===== config.mk =====
export PLATFORM = sky130hd
export DESIGN_NAME = prog_loader
export DESIGN_NICKNAME = d
export VERILOG_FILES = /design/src/rtl/prog_loader.sv
export SDC_FILE = /design/constraint.sdc
export NUM_CORES = 1
export LEC_CHECK = 0
export ABC_AREA = 1
export ABC_CLOCK_PERIOD_IN_PS = 1500
export CAP_MARGIN = 10
export CORE_MARGIN = 2
export CORE_UTILIZATION = 53
export CTS_CLUSTER_SIZE = 14
export DETAILED_ROUTE_END_ITERATION = 8
export DONT_BUFFER_PORTS = 1
export PLACE_DENSITY = 0.68
export SYNTH_ARGS = -nofsm -noshare
export SYNTH_HDL_FRONTEND = slang
export SYNTH_SLANG_ARGS = --single-unit
export TNS_END_PERCENT = 1

===== constraint.sdc =====
create_clock -name clk -period 1.5 [get_ports clk]
set_clock_uncertainty 0.15 [all_clocks]
set_input_delay 0.3 -clock clk [delete_from_list [all_inputs] [get_ports clk]]
set_output_delay 0.3 -clock clk [all_outputs]
set_load 0.02 [all_outputs]

===== src/rtl/prog_loader.sv =====
// prog_loader: assembles a little-endian byte stream into 16-bit words, writes them to
// sequential program-RAM addresses and holds the CPU in reset until a full image is loaded.
// Stream format: N (word count), then N x {lo, hi}.
// Optional: define PROG_LOADER_CHECKSUM_EN to require a trailing XOR checksum byte.
module prog_loader #(
  parameter int unsigned ADDR_WIDTH = 4
) (
  input  logic                  clk,
  input  logic                  rst_n,
  input  logic                  start,
  input  logic [7:0]            in_data,
  input  logic                  in_valid,
  output logic                  in_ready,
  output logic                  wr_en,
  output logic [ADDR_WIDTH-1:0] wr_addr,
  output logic [15:0]           wr_data,
  output logic                  cpu_rst,
  output logic                  busy,
  output logic                  done,
  output logic                  err
);

  typedef enum logic [2:0] {
    StIdle  = 3'd0,
    StLen   = 3'd1,
    StLo    = 3'd2,
    StHi    = 3'd3,
    StWrite = 3'd4,
    StFin   = 3'd5
`ifdef PROG_LOADER_CHECKSUM_EN
    , StChk = 3'd6
`endif
  } state_e;

  state_e                state_q, state_d;
  state_e                end_state;
  logic [7:0]            cnt_q, cnt_d;
  logic [ADDR_WIDTH-1:0] addr_q, addr_d;
  logic [7:0]            lo_q, lo_d;
  logic [7:0]            hi_q, hi_d;
  logic                  done_q, done_d;
  logic                  accept;

`ifdef PROG_LOADER_CHECKSUM_EN
  logic [7:0]            acc_q, acc_d;
  logic                  err_q, err_d;
  // The image is only trusted after the checksum byte has been compared.
  assign end_state = StChk;
  assign err       = err_q;
`else
  assign end_state = StFin;
  assign err       = 1'b0;
`endif

  assign accept  = in_valid & in_ready;
  assign wr_addr = addr_q;
  assign wr_data = {hi_q, lo_q};
  assign done    = done_q;
  // done_q is only ever set on a successful entry to FIN, so this releases the CPU only there.
  assign cpu_rst = ~done_q;

  // State-decoded handshake, write strobe and busy flag.
  always_comb begin
    in_ready = 1'b0;
    wr_en    = 1'b0;
    busy     = 1'b1;
    unique case (state_q)
      StIdle, StFin:     busy     = 1'b0;
      StLen, StLo, StHi: in_ready = 1'b1;
      StWrite:           wr_en    = 1'b1;
`ifdef PROG_LOADER_CHECKSUM_EN
      StChk:             in_ready = 1'b1;
`endif
      default:           busy     = 1'b1;
    endcase
  end

  // Next-state logic: stream parsing, address/count bookkeeping and completion flags.
  always_comb begin
    state_d = state_q;
    cnt_d   = cnt_q;
    addr_d  = addr_q;
    lo_d    = lo_q;
    hi_d    = hi_q;
    done_d  = done_q;
`ifdef PROG_LOADER_CHECKSUM_EN
    acc_d   = acc_q;
    err_d   = err_q;
    if (accept) acc_d = acc_q ^ in_data;
`endif
    unique case (state_q)
      StIdle, StFin: begin
        if (start) begin
          state_d = StLen;
          addr_d  = '0;
          done_d  = 1'b0;
`ifdef PROG_LOADER_CHECKSUM_EN
          acc_d   = '0;
          err_d   = 1'b0;
`endif
        end
      end
      StLen: begin
        if (accept) begin
          cnt_d = in_data;
          if (in_data == 8'd0) begin
            state_d = end_state;
            done_d  = (end_state == StFin);
          end else begin
            state_d = StLo;
          end
        end
      end
      StLo: begin
        if (accept) begin
          lo_d    = in_data;
          state_d = StHi;
        end
      end
      StHi: begin
        if (accept) begin
          hi_d    = in_data;
          state_d = StWrite;
        end
      end
      StWrite: begin
        // Address wraps modulo DEPTH; oversize images silently overwrite earlier words.
        addr_d = addr_q + ADDR_WIDTH'(1);
        cnt_d  = cnt_q - 8'd1;
        if (cnt_q == 8'd1) begin
          state_d = end_state;
          done_d  = (end_state == StFin);
        end else begin
          state_d = StLo;
        end
      end
`ifdef PROG_LOADER_CHECKSUM_EN
      StChk: begin
        if (accept) begin
          state_d = StFin;
          if (in_data == acc_q) done_d = 1'b1;
          else                  err_d  = 1'b1;
        end
      end
`endif
      default: state_d = StIdle;
    endcase
  end

  // State and datapath registers with asynchronous active-low reset.
  always_ff @(posedge clk or negedge rst_n) begin
    if (!rst_n) begin
      state_q <= StIdle;
      cnt_q   <= '0;
      addr_q  <= '0;
      lo_q    <= '0;
      hi_q    <= '0;
      done_q  <= 1'b0;
`ifdef PROG_LOADER_CHECKSUM_EN
      acc_q   <= '0;
      err_q   <= 1'b0;
`endif
    end else begin
      state_q <= state_d;
      cnt_q   <= cnt_d;
      addr_q  <= addr_d;
      lo_q    <= lo_d;
      hi_q    <= hi_d;
      done_q  <= done_d;
`ifdef PROG_LOADER_CHECKSUM_EN
      acc_q   <= acc_d;
      err_q   <= err_d;
`endif
    end
  end

endmodule

; Word level (Yosys, flattened, before mapping)
; Cells that the tools add are included.
[totals]
in_bits = 12
regBits = 32
elab_cells = 54
[classes]
n_reduce_logical = 13
n_mux = 19
add_sub_neg = 2
bitwise = 2
n_eq_ne = 12
[ops]
columns = cell, n
row1 = 2-to-1 mux 3 bit, 6
row2 = one-hot mux 8 bit (2 select lines), 1
row3 = one-hot mux 3 bit (5 select lines), 1
row4 = != test 2 bit (second input constant), 6
row5 = == test 8 x 1 -> 1 bit (second input constant), 1
row6 = zero test 8 bit, 1
row7 = 2-to-1 mux 8 bit, 1
row8 = one-hot mux 4 bit (2 select lines), 1
row9 = AND reduction 2 bit, 4
row10 = subtractor 8 x 1 -> 8 bit (second input constant), 1
row11 = 2-to-1 mux 1 bit, 7
row12 = == test 3 x 2 -> 1 bit (second input constant), 2
row13 = == test 3 bit (second input constant), 2
row14 = AND reduction 5 bit, 1
row15 = adder 4 x 1 -> 4 bit (second input constant), 1
row16 = 2-to-1 mux 4 bit, 1
row17 = AND reduction 4 bit, 1
row18 = nonzero test 2 bit, 2
row19 = == test 3 x 1 -> 1 bit (second input constant), 1
row20 = zero test 3 bit, 1
row21 = one-hot mux 1 bit (3 select lines), 1
row22 = nonzero test 3 bit, 1
row23 = OR reduction 3 bit, 1
row24 = OR reduction 2 bit, 1
row25 = 2 further kinds, 2

; Longest topological paths before layout
[logic_depth]
ltp_word = 6
depth_mapped = 9
depth_no_buf = 8

; Worst setup path after synthesis
; No wires, ideal clock.
[synth_path]
path_type = reg2reg
startpoint = register state_q[0]
endpoint = register state_q[2]
synth_period_minus_slack_ns = 1.454
path_slack_ns = 0.046
path_stages_with_launch = 9
required_time_ns = 1.227
arrival_time_ns = 1.181
path_buffers = 1
cell_sequence = dfrtp_1 > buf_6 > nor2_4 > nor2_1 > nand2_1 > nand2_2 > inv_1 > o21ai_0 > nand2_1
[synth_via]
elab_chain_len = 6
elab_cells_between_ends = 16
[synth_rtl]
columns = item, line
row1 = "start, declared", 35  ; state_e state_q, state_d;
row2 = "start signal, assigned", 153  ; state_q <= StIdle;
row3 = "start signal, assigned", 164  ; state_q <= state_d;
row4 = == test 3 x 2 -> 1 bit / == test 3 x 1 -> 1 bit (equally long branches), 67  ; unique case (state_q)
row5 = OR reduction 3 bit (*), 67
row6 = 2-to-1 mux 1 bit (*), 67
row7 = net in_ready, 13  ; output logic in_ready,
row8 = AND 1 bit (*), 55  ; assign accept = in_valid & in_ready;
row9 = != test 2 bit (no line), --
row10 = AND reduction 4 bit (no line) (*), --
; The timed path passes the listed nets; every way through them passes the cells marked *.
; A chain may end at the register's enable or synchronous reset.

; Final worst setup path
[layout_path]
startpoint = register state_q[0]
endpoint = output in_ready
[layout_via]
elab_chain_len = 3
elab_cells_between_ends = 5
[layout_rtl]
columns = item, line
row1 = == test 3 x 2 -> 1 bit / == test 3 x 1 -> 1 bit (equally long branches), 67
row2 = OR reduction 3 bit (*), 67
row3 = 2-to-1 mux 1 bit (*), 67
row4 = "end, declared", 13
; Mark *: on every way between the ends. The rest lies on a longest branch, timed or not.

==> reports/qor.txt <==
post-synthesis mux area share -> 0%
GRT Max-Usage Layer -> met2
Nets -> 265
core box area -> 3280 sq um
Synth Area in Adders -> 2.11%
Clk Latency, worst-skew pair -> 0.35 ns
vias in the first global route -> 1414
met3 Use GR -> 9.32%
Reg clk slew, reported paths -> 0.11 ns
Clock Sinks -> 32
WS Path Type -> reg2out
Yosys warning count -> 0
height of the die -> 61.9 microns
min Tclk post-route -> 1.76 ns
DR WL/cell -> 13.5 microns
Cell variety after synth -> 25
CTS buffer count -> 5
Multi-input gate area -> 828 sq um
crit-path cells -> nor2_4, buf_4, nor2_1, buf_4
Final HPWL DP -> 2600 microns
placer congestion estimate -> 0.822
first-pass GRT wire length -> 6280 microns
CP top delay family -> flip-flops
number of routed nets with antenna violations -> 0
status -> finished with violations
fin cells -> 297
achievable frequency -> 0.569 GHz
Period Utilization, post-route -> 117%
synth-to-layout area growth -> 21.0%
Seq/Total Area, Yosys -> 45.0%
Static Leak -> 1.10 nW
Setup crit end kind -> output pin
layout cell share with drive strength beyond 1 -> 22.7%
largest family of logic cells by synthesized area -> simple AND/OR/NAND/NOR gates
VDD IR max -> 0.00110 V
count of final max-slew check failures -> 0
crit start category -> flip-flop
Crit-path slowest cell -> dfrtp_2
Diodes inserted -> 0
Cell Area, Synth -> 1780 sq um
RSZ-0062 raised after global routing -> true
Post-Synth Simple-Gate Area -> 24.2%
width of the chip -> 61.9 microns
row count -> 21
FILL cells -> 279
GR Util met2 -> 34.4%
Power Density -> 2220 nW/um^2
crit path buf inv count -> 2
PortBufs -> 0
setup violators final -> 22
initial antenna violation count -> 0
met1 GRT Util -> 29.4%
post-synthesis compound-gate area fraction -> 18.0%
most used cell, CP -> buf_4
Register Area -> 805 sq um
failing checks -> negative setup slack
final wirelength -> 4000 microns
Clock Path Buffers -> 2
Total GRT Usage -> 23.1%
via count -> 1509
final hold viol count -> 0
DR vias/cell -> 5.08
max_cap viols -> 0
boundary pin count -> 38
setup TNS -> -1.99 ns
max incr delay on CP -> 0.45 ns
Starting Density -> 54.1%
Yosys reg bits -> 32
Syn Area/Cell -> 7.94 sq um
critical path peak fanout -> 3
Syn Nets -> 239
clk root buf -> clkbuf_4
Iter 0 DRT Violations -> 105
placed cells -> 272
HP Class -> in2reg
DRC viols -> 0
CTS tree -> yes
XOR/XNOR share of the synthesized area -> 0.493%
drt first pass iters -> 4
arrival time worst endpoint -> 1.31 ns
CP required -> 1.05 ns
largest net degree at the start of global routing -> 33
GR Overflow Total -> 0
slack of the critical path -> -0.259 ns
die area -> 3830 sq um
synthesized instance count -> 224
htree depth -> 2
per-stage QoR:
stage / utilization [%] / instance area (sq um) / power, mW / hold slack, ns / worst slack [ns]
after floorplan: - / 1780 / 3.31 / -0.146 / 0.0456
after global placement: 56.5 / 1860 / 3.80 / -0.145 / -0.102
after detailed placement: 56.5 / 1860 / 3.82 / -0.145 / -0.0949
after CTS: 64.4 / 2110 / 4.70 / 0.0416 / -0.245
after global routing: 65.5 / 2150 / 5.18 / 0.0482 / -0.303
final: 65.5 / 2150 / 4.77 / 0.0421 / -0.259
repair_timing:
action / CTS / global route
setup endpoints to repair: 23 / 36
resized for setup: 9 / 9
endpoints found under the hold margin: 49 / 0
hold buffers: 11 / 0
setup buffers: 5 / 1
pin swaps: 1 / 1
routing by layer:
metal | vias up | routed length (microns)
met5 | - | 0
met4 | 0 | 91
met3 | 8 | 278
met2 | 51 | 1750
met1 | 684 | 1880
li1 | 766 | -
power by group:
part / switching, mW / total (mW) / internal [mW]
logic: 1.33 / 2.25 / 0.924
clock network: 0.340 / 0.687 / 0.347
registers: 0.593 / 1.84 / 1.24
worst paths after layout:
kind | startpoint | end | slack, ns | depth (start not counted)
hold / removal | in_data[0] | cnt_q[0] | 0.04 | 4
min in group asynchronous | rst_n | hi_q[4] | 0.23 | 2
max in group asynchronous | rst_n | state_q[2] | 0.79 | 2
setup / recovery | state_q[0] | in_ready | -0.26 | 4
setup reg to reg | state_q[0] | cnt_q[4] | -0.17 | 9
hold reg to reg | cnt_q[7] | cnt_q[7] | 0.38 | 2
kinds of logic (layout without fill, tap and decap cells):
group,Yosys count,in the layout
flops,32,32
xor+xnor,1,1
compound gates,52,52
fa+ha+maj,3,3
other cells,1,1
buf+inv,34,61
simple gates,101,101
layout make-up:
class	instances	area share, %
Multi-Input combinational cell	158	38.5
Sequential cell	32	37.4
Timing Repair Buffer	25	12.2
Inverter	28	5.47
Tap cell	46	2.68
Clock inverter	3	1.98
Clock buffer	5	1.75
worst register-to-register path, stage by stage (launching register included):
cell and delay, ns:
dfrtp_2 0.42, buf_4 0.12, buf_4 0.13, nand2_1 0.06, nor2_1 0.19, nand2_2 0.10, nand2_4 0.14, inv_6 0.07
o211ai_1 0.11, o21ai_2 0.07
layout by cell type, fill, tap and decap left out:
cell	synthesis	routed
clkbuf_4	0	5
clkinvlp_4	0	1
inv_8	0	1
nor3_1	1	1
xor2_1	1	1
o21bai_1	2	2
nand2_2	6	5
o21ai_2	13	13
a21oi_1	10	10
dlygate4sd3_1	0	10
inv_6	1	1
buf_4	1	11
nor2_4	1	1
nand3_2	0	1
dfrtp_2	0	3
inv_2	1	3
buf_12	0	4
nand2_4	2	5
nor2_2	0	1
bufinv_16	0	1
clkinv_2	0	1
o211ai_1	2	2
o21ai_0	20	19
ha_1	3	3
dfrtp_1	32	29
inv_1	25	23
nor2_1	22	21
nand4_1	1	1
nand3_1	8	7
o21ai_1	4	5
nand2_1	60	58
conb_1	1	1
a31oi_1	1	1
Yosys cell counts:
library cell	instances	area share, %
a21oi_1	10	2.8
a31oi_1	1	0.35
buf_4	1	0.42
buf_6	5	3.2
conb_1	1	0.21
dfrtp_1	32	45
ha_1	3	2.1
inv_1	25	5.3
inv_2	1	0.21
inv_4	1	0.35
inv_6	1	0.49
nand2_1	60	13
nand2_2	6	2.1
nand2_4	2	1.3
nand3_1	8	2.3
nand4_1	1	0.35
nor2_1	22	4.6
nor2_4	1	0.63
nor3_1	1	0.28
o211ai_1	2	0.84
o21ai_0	20	5.6
o21ai_1	4	1.1
o21ai_2	13	6.4
o21bai_1	2	0.84
xor2_1	1	0.49
state kept, by name (all words and copies together), names as in the netlist:
name and count:
cnt_q 8, hi_q 8, lo_q 8, wr_addr 4, state_q 3, done 1
(Power assumes the default switching activity.)
